==> config.mk <==
export PLATFORM = sky130hd
export DESIGN_NAME = uart_req_arbiter_flat
export DESIGN_NICKNAME = d
export VERILOG_FILES = /design/src/rtl/uart_arb_pkg.sv /design/src/rtl/uart_req_arbiter_if.sv /design/src/rtl/uart_req_arbiter_rr_pick.sv /design/src/rtl/uart_req_arbiter.sv /design/src/flat_wrapper.sv
export SDC_FILE = /design/constraint.sdc
export NUM_CORES = 1
export LEC_CHECK = 0
export ABC_AREA = 1
export BUFFER_PORTS_ARGS = -buffer_cell sky130_fd_sc_hd__buf_2
export CAP_MARGIN = 20
export CORE_UTILIZATION = 59
export DETAILED_ROUTE_END_ITERATION = 10
export PLACE_DENSITY = 0.84
export SLEW_MARGIN = 20
export SYNTH_ARGS = -nofsm -noshare
export SYNTH_HDL_FRONTEND = slang
export SYNTH_SLANG_ARGS = --single-unit
==> constraint.sdc <==
create_clock -name PCLK -period 4.5 [get_ports PCLK]
set_input_delay 0.675 -clock PCLK [delete_from_list [all_inputs] [get_ports PCLK]]
set_output_delay 0.675 -clock PCLK [all_outputs]
set_load 0.005 [all_outputs]
==> src/rtl/uart_arb_pkg.sv <==
// Shared types and constants for the UART requester arbiter.
// Provides the FSM state encoding and the ctrl codes driven towards the UART FSM.
package uart_arb_pkg;

  typedef enum logic [1:0] {
    IDLE  = 2'd0,
    ISSUE = 2'd1,
    WAIT  = 2'd2,
    CLEAR = 2'd3
  } arb_state_e;

  localparam logic [1:0] CTRL_TX   = 2'b01;
  localparam logic [1:0] CTRL_RX   = 2'b10;
  localparam logic [1:0] CTRL_NONE = 2'b00;

  function automatic logic [1:0] ctrl_for_dir(input logic dir);
    return dir ? CTRL_TX : CTRL_RX;
  endfunction

endpackage

==> src/rtl/uart_req_arbiter_if.sv <==
// Bundle of requester-side and UART-side signals seen by the arbiter.
// The slave modport is the arbiter view; master is the requesters plus UART FSM.
interface uart_req_arbiter_if #(
  parameter int NUM_REQ = 4
);
  // Handshake: req[i] is a level held by requester i until it sees done[i] or err[i];
  // req_write[i] is only sampled on the grant edge. PREADY from the UART ends a
  // transfer; transfer is a one-cycle start strobe and gnt stays one-hot until done/err.
  logic [NUM_REQ-1:0] req;
  logic [NUM_REQ-1:0] req_write;
  logic               uart_run_flag;
  logic               PREADY;
  logic               transfer;
  logic               PWRITE;
  logic [1:0]         ctrl;
  logic [NUM_REQ-1:0] gnt;
  logic [NUM_REQ-1:0] done;
  logic [NUM_REQ-1:0] err;
  logic               busy;

  modport slave (
    input  req, req_write, uart_run_flag, PREADY,
    output transfer, PWRITE, ctrl, gnt, done, err, busy
  );

  modport master (
    output req, req_write, uart_run_flag, PREADY,
    input  transfer, PWRITE, ctrl, gnt, done, err, busy
  );

endinterface

==> src/rtl/uart_req_arbiter_rr_pick.sv <==
// Combinational round-robin pick: first set request strictly after rr_ptr,
// wrapping modulo NUM_REQ, so the last-served requester ranks lowest.
module rr_pick #(
  parameter  int NUM_REQ = 4,
  localparam int IDX_W   = (NUM_REQ > 1) ? $clog2(NUM_REQ) : 1
) (
  input  logic [NUM_REQ-1:0] req,
  input  logic [IDX_W-1:0]   rr_ptr,
  output logic [IDX_W-1:0]   winner,
  output logic               valid
);

  logic [IDX_W-1:0] cand;

  always_comb begin
    winner = '0;
    valid  = 1'b0;
    cand   = '0;
    for (int i = 1; i <= NUM_REQ; i++) begin
      cand = IDX_W'((int'(rr_ptr) + i) % NUM_REQ);
      if (!valid && req[cand]) begin
        valid  = 1'b1;
        winner = cand;
      end
    end
  end

endmodule

==> src/rtl/uart_req_arbiter.sv <==
// Round-robin arbiter sharing one UART transfer FSM between NUM_REQ requesters.
// All outputs are registered; ISSUE launches the strobe, WAIT watches PREADY/timeout.
module uart_req_arbiter
  import uart_arb_pkg::*;
#(
  parameter int NUM_REQ     = 4,
  parameter int TIMEOUT_CYC = 1023
) (
  input  logic                     PCLK,
  input  logic                     PRESET,
  uart_req_arbiter_if.slave        bus,
  output arb_state_e               dbg_state
);

  localparam int TO_W  = $clog2(TIMEOUT_CYC + 1);
  localparam int IDX_W = (NUM_REQ > 1) ? $clog2(NUM_REQ) : 1;

  arb_state_e         state_q, state_d;
  logic [NUM_REQ-1:0] gnt_q, gnt_d;
  logic [NUM_REQ-1:0] done_q, done_d;
  logic [NUM_REQ-1:0] err_q, err_d;
  logic               transfer_q, transfer_d;
  logic               pwrite_q, pwrite_d;
  logic [1:0]         ctrl_q, ctrl_d;
  logic [TO_W-1:0]    cnt_q, cnt_d;
  logic [IDX_W-1:0]   rr_ptr_q, rr_ptr_d;
  logic [IDX_W-1:0]   win_q, win_d;
  logic               dir_q, dir_d;

  logic [IDX_W-1:0]   pick_win;
  logic               pick_valid;

  rr_pick #(.NUM_REQ(NUM_REQ)) u_rr_pick (
    .req    (bus.req),
    .rr_ptr (rr_ptr_q),
    .winner (pick_win),
    .valid  (pick_valid)
  );

  always_comb begin
    state_d    = state_q;
    gnt_d      = gnt_q;
    done_d     = '0;
    err_d      = '0;
    transfer_d = 1'b0;
    pwrite_d   = pwrite_q;
    ctrl_d     = ctrl_q;
    cnt_d      = cnt_q;
    rr_ptr_d   = rr_ptr_q;
    win_d      = win_q;
    dir_d      = dir_q;

    unique case (state_q)
      IDLE: begin
        if (bus.uart_run_flag && pick_valid) begin
          gnt_d   = NUM_REQ'(1) << pick_win;
          win_d   = pick_win;
          dir_d   = bus.req_write[pick_win];
          state_d = ISSUE;
        end
      end

      ISSUE: begin
        transfer_d = 1'b1;
        pwrite_d   = dir_q;
        ctrl_d     = ctrl_for_dir(dir_q);
        cnt_d      = '0;
        state_d    = WAIT;
      end

      WAIT: begin
        cnt_d = cnt_q + 1'b1;
        // Completion beats timeout, which beats a run-flag abort.
        if (bus.PREADY) begin
          done_d   = gnt_q;
          rr_ptr_d = win_q;
          state_d  = CLEAR;
        end else if (cnt_q == TO_W'(TIMEOUT_CYC)) begin
          err_d    = gnt_q;
          rr_ptr_d = win_q;
          state_d  = CLEAR;
        end else if (!bus.uart_run_flag) begin
          err_d    = gnt_q;
          rr_ptr_d = win_q;
          state_d  = CLEAR;
        end
      end

      CLEAR: begin
        gnt_d    = '0;
        ctrl_d   = CTRL_NONE;
        pwrite_d = 1'b0;
        state_d  = IDLE;
      end

      default: state_d = IDLE;
    endcase
  end

  always_ff @(posedge PCLK) begin
    if (PRESET) begin
      state_q    <= IDLE;
      gnt_q      <= '0;
      done_q     <= '0;
      err_q      <= '0;
      transfer_q <= 1'b0;
      pwrite_q   <= 1'b0;
      ctrl_q     <= CTRL_NONE;
      cnt_q      <= '0;
      rr_ptr_q   <= IDX_W'(NUM_REQ - 1);
      win_q      <= '0;
      dir_q      <= 1'b0;
    end else begin
      state_q    <= state_d;
      gnt_q      <= gnt_d;
      done_q     <= done_d;
      err_q      <= err_d;
      transfer_q <= transfer_d;
      pwrite_q   <= pwrite_d;
      ctrl_q     <= ctrl_d;
      cnt_q      <= cnt_d;
      rr_ptr_q   <= rr_ptr_d;
      win_q      <= win_d;
      dir_q      <= dir_d;
    end
  end

  assign bus.gnt      = gnt_q;
  assign bus.done     = done_q;
  assign bus.err      = err_q;
  assign bus.transfer = transfer_q;
  assign bus.PWRITE   = pwrite_q;
  assign bus.ctrl     = ctrl_q;
  assign bus.busy     = (state_q != IDLE);
  assign dbg_state    = state_q;

endmodule

==> src/flat_wrapper.sv <==
// flat-port wrapper written by rule: the top's interface ports become plain ports
module uart_req_arbiter_flat import uart_arb_pkg::*;
#(
  parameter int NUM_REQ     = 4,
  parameter int TIMEOUT_CYC = 1023
)
  (PCLK, PRESET, dbg_state, bus_req, bus_req_write, bus_uart_run_flag, bus_PREADY, bus_transfer, bus_PWRITE, bus_ctrl, bus_gnt, bus_done, bus_err, bus_busy);
  uart_req_arbiter_if #(.NUM_REQ(NUM_REQ)) bus_i ();
  input  logic PCLK;
  input  logic PRESET;
  output arb_state_e dbg_state;
  input wire logic [$bits(bus_i.req)-1:0] bus_req;
  input wire logic [$bits(bus_i.req_write)-1:0] bus_req_write;
  input wire logic [$bits(bus_i.uart_run_flag)-1:0] bus_uart_run_flag;
  input wire logic [$bits(bus_i.PREADY)-1:0] bus_PREADY;
  output wire logic [$bits(bus_i.transfer)-1:0] bus_transfer;
  output wire logic [$bits(bus_i.PWRITE)-1:0] bus_PWRITE;
  output wire logic [$bits(bus_i.ctrl)-1:0] bus_ctrl;
  output wire logic [$bits(bus_i.gnt)-1:0] bus_gnt;
  output wire logic [$bits(bus_i.done)-1:0] bus_done;
  output wire logic [$bits(bus_i.err)-1:0] bus_err;
  output wire logic [$bits(bus_i.busy)-1:0] bus_busy;
  assign bus_i.req = bus_req;
  assign bus_i.req_write = bus_req_write;
  assign bus_i.uart_run_flag = bus_uart_run_flag;
  assign bus_i.PREADY = bus_PREADY;
  assign bus_transfer = bus_i.transfer;
  assign bus_PWRITE = bus_i.PWRITE;
  assign bus_ctrl = bus_i.ctrl;
  assign bus_gnt = bus_i.gnt;
  assign bus_done = bus_i.done;
  assign bus_err = bus_i.err;
  assign bus_busy = bus_i.busy;
  uart_req_arbiter #(.NUM_REQ(NUM_REQ), .TIMEOUT_CYC(TIMEOUT_CYC)) u_core (.PCLK(PCLK), .PRESET(PRESET), .bus(bus_i), .dbg_state(dbg_state));
endmodule
==> reports/metrics.cfg <==
[cells_and_area]
drive_gt1_frac = 0.308
final_area_sq_um = 1920
area_delta_synth_final_pct = 13.2
layout.nets = 269
n_antenna_cell = 0
final_cells = 284

[clocking]
clkSlewWorstSetupHoldPaths_ns = 0.09
cts_tree = built
clockRootBuffer = clkbuf_4
post_cts_buffers = 0
clk_latency_ns = 0.33
hold_buffers = 0
cts_resized = 0
numClockSinks = 32
cts.path.max_buffers = 2
htree_levels = 2
cts_made_buffers = 5

[placement]
dp_hpwl_mm = 2.44
placedCellCount = 276
routabilityCongestion = 0.882
post_dp_cell_area_sq_um = 1850
port_buffers = 30
post-place-ws_ns = 2.51

[worst_setup_path]
startpoint_type = flip-flop
required_ns = 3.83
worst_setup_path_end_kind = output pin
worstPathArrival_ns = 1.32
cp_max_fo = 4
worstSetupPathType = flip-flop to output pin

[run_status]
status = completed

[routing]
drt_wl_total_mm = 3.06
viasPerCell = 5.13
vias = 1457
wire_per_inst_microns = 10.8
drc = 0
drt-initial-drc-count = 30
firstDrtPassIters = 4
final_antenna_net_count = 0

[synthesis]
synth_xor_area_frac = 0
ys_ff_latch = 32
synth_seq_area_share = 0.378
synthMuxAreaShare = 0
synthCells = 219
synth_fp_nets = 236
synth_top_family_by_area = simple AND/OR/NAND/NOR gates
synth_warnings = 0
synth-compound-area-share = 0.116
synth_area_per_cell_sq_um = 7.73
synth_adder_area_share = 0.0370
syn_area_sq_um = 1690
synth_cell_type_count = 34
yosys.area_share.simple = 0.391

[global_route]
grt_first_pass_wirelength_mm = 5.14
grt_remaining_overflow = 0
first_global_vias = 1247
grt_max_degree = 13
antenna_found_initial = 0
grt_use_total = 0.212

[floorplan]
die_w_microns = 55.6
start_util = 0.619
die_h_microns = 55.6
die-area_sq_um = 3090
rows = 19
core_sq_um = 2730
pin_count = 31

[timing]
fmax_mhz = 501
rsz0062_at_grt = false
report.final.slew_viol_count = 0
finClkSkew_ns = 0.0126
finalCritPeriodShare = 0.444
tightest_slew_ns = 0.613
hold_violations = 0
fin_setup_tns_ns = 0
relSlewSlack = 0.588
setup_ws_ns = 2.50
fin_crit_ns = 2.00
setup_viol = 0

[power_and_ir_drop]
power.density_nw_per_um2 = 595
ir_worst_vdd_mv = 0.547
power.leakage_nw = 0.889

[job]
cap_viol_max_count = 0

[worst_hold_path]
hold_path_class = flip-flop to flip-flop

placed cells by master, fill, tap and decap left out, types with 4 or more instances in the layout:
cell / instances
a21oi_1: 13
nand3_1: 19
clkbuf_4: 5
o21ai_0: 5
buf_2: 30
ha_1: 5
nand2_1: 37
nor2_1: 13
nand2_2: 18
a211oi_1: 4
inv_1: 22
nor3_1: 11
dfxtp_1: 32
nand2_4: 9
through the flow:
stage | total power (W) | util | hold slack [ns]
2_1_floorplan | 0.000868 | - | 0.441
3_3_place_gp | 0.000967 | 0.678 | 0.456
3_5_place_dp | 0.000981 | 0.678 | 0.464
4_1_cts | 0.00115 | 0.701 | 0.481
5_1_grt | 0.00124 | 0.701 | 0.499
6_report | 0.00114 | 0.701 | 0.481
where the power goes:
part           switching [W]  internal, W
sequential         0.0000413     0.000332
combinational       0.000384     0.000216
clock              0.0000930    0.0000743
total               0.000518     0.000622
per-layer routing:
| metal | track usage | vias to the layer above | wire length, microns | share of wire |
|---|---|---|---|---|
| met5 | 0 | - | 0 | 0 |
| met4 | 0.0643 | 0 | 36 | 0.012 |
| met3 | 0.0632 | 4 | 140 | 0.046 |
| met2 | 0.356 | 27 | 1400 | 0.46 |
| met1 | 0.261 | 641 | 1480 | 0.48 |
| li1 | - | 785 | - | - |
worst paths after layout:
| kind | cells past startpoint | from | to | slack [ns] |
|---|---|---|---|---|
| min reg2reg | 2 | u_core.win_q[0]$_SDFFE_PP0P_ | u_core.rr_ptr_q[0]$_SDFFE_PP1P_ | 0.48 |
| min | 2 | u_core.win_q[0]$_SDFFE_PP0P_ | u_core.rr_ptr_q[0]$_SDFFE_PP1P_ | 0.48 |
| max | 4 | u_core.dbg_state[0]$_SDFFE_PP0P_ | bus_busy | 2.50 |
| max reg2reg | 15 | u_core.rr_ptr_q[0]$_SDFFE_PP1P_ | u_core.dir_q$_SDFFE_PP0P_ | 2.50 |
logic make-up after synthesis:
logic type | after synthesis
flip-flops | 32
AND/OR/NAND/NOR | 119
AO/OA/AOI/OAI | 32
adder cells (fa/ha/maj) | 5
buffers and inverters | 31
flip-flops by register name, summed over array words and instances (netlist names):
name	count
u_core.bus.transfer	1
u_core.cnt_q	10
u_core.bus.gnt	4
u_core.dbg_state	2
u_core.bus.done	4
u_core.dir_q	1
u_core.bus.err	4
u_core.win_q	2
u_core.bus.ctrl	2
u_core.rr_ptr_q	2
synth_stat cells:
cell | count | area (sq um)
o211ai_1 | 2 | 15.0
nand3_1 | 19 | 95.1
o21ai_2 | 1 | 8.76
inv_4 | 1 | 6.26
o21ai_1 | 3 | 15.0
nor2_1 | 13 | 48.8
nand2_1 | 37 | 139
o21a_1 | 2 | 15.0
clkbuf_1 | 1 | 3.75
a211oi_1 | 4 | 30.0
ha_1 | 5 | 62.6
inv_1 | 22 | 82.6
buf_2 | 1 | 5.00
buf_4 | 1 | 7.51
nor2_4 | 2 | 22.5
or2_2 | 1 | 6.26
nor4_1 | 1 | 6.26
a21oi_4 | 1 | 16.3
a31oi_1 | 1 | 6.26
nor3_1 | 11 | 55.1
a21oi_1 | 13 | 65.1
o21ai_0 | 5 | 25.0
nand2_2 | 18 | 113
inv_2 | 3 | 11.3
nand4_1 | 1 | 6.26
nor2_2 | 1 | 6.26
nor2_8 | 1 | 20.0
buf_6 | 1 | 11.3
nor3b_1 | 3 | 22.5
nand2_4 | 9 | 101
dfxtp_1 | 32 | 641
nor3_2 | 1 | 10.0
clkinv_1 | 1 | 3.75
nand3_2 | 1 | 10.0
critical path, stage by stage, from the launching register on:
cell	delay, ns
dfxtp_1	0.38
inv_1	0.09
ha_1	0.25
inv_1	0.14
buf_2	0.13
final cells by class:
type,count,area (sq um)
repair buffers,30,150
well taps,31,38.8
clock inverters,2,10.0
fillers,231,818
inverters,27,104
multi-input cells,156,921
clock buffers,6,51.3
flip-flops and latches,32,641
Power figures use the tool's default switching activity.
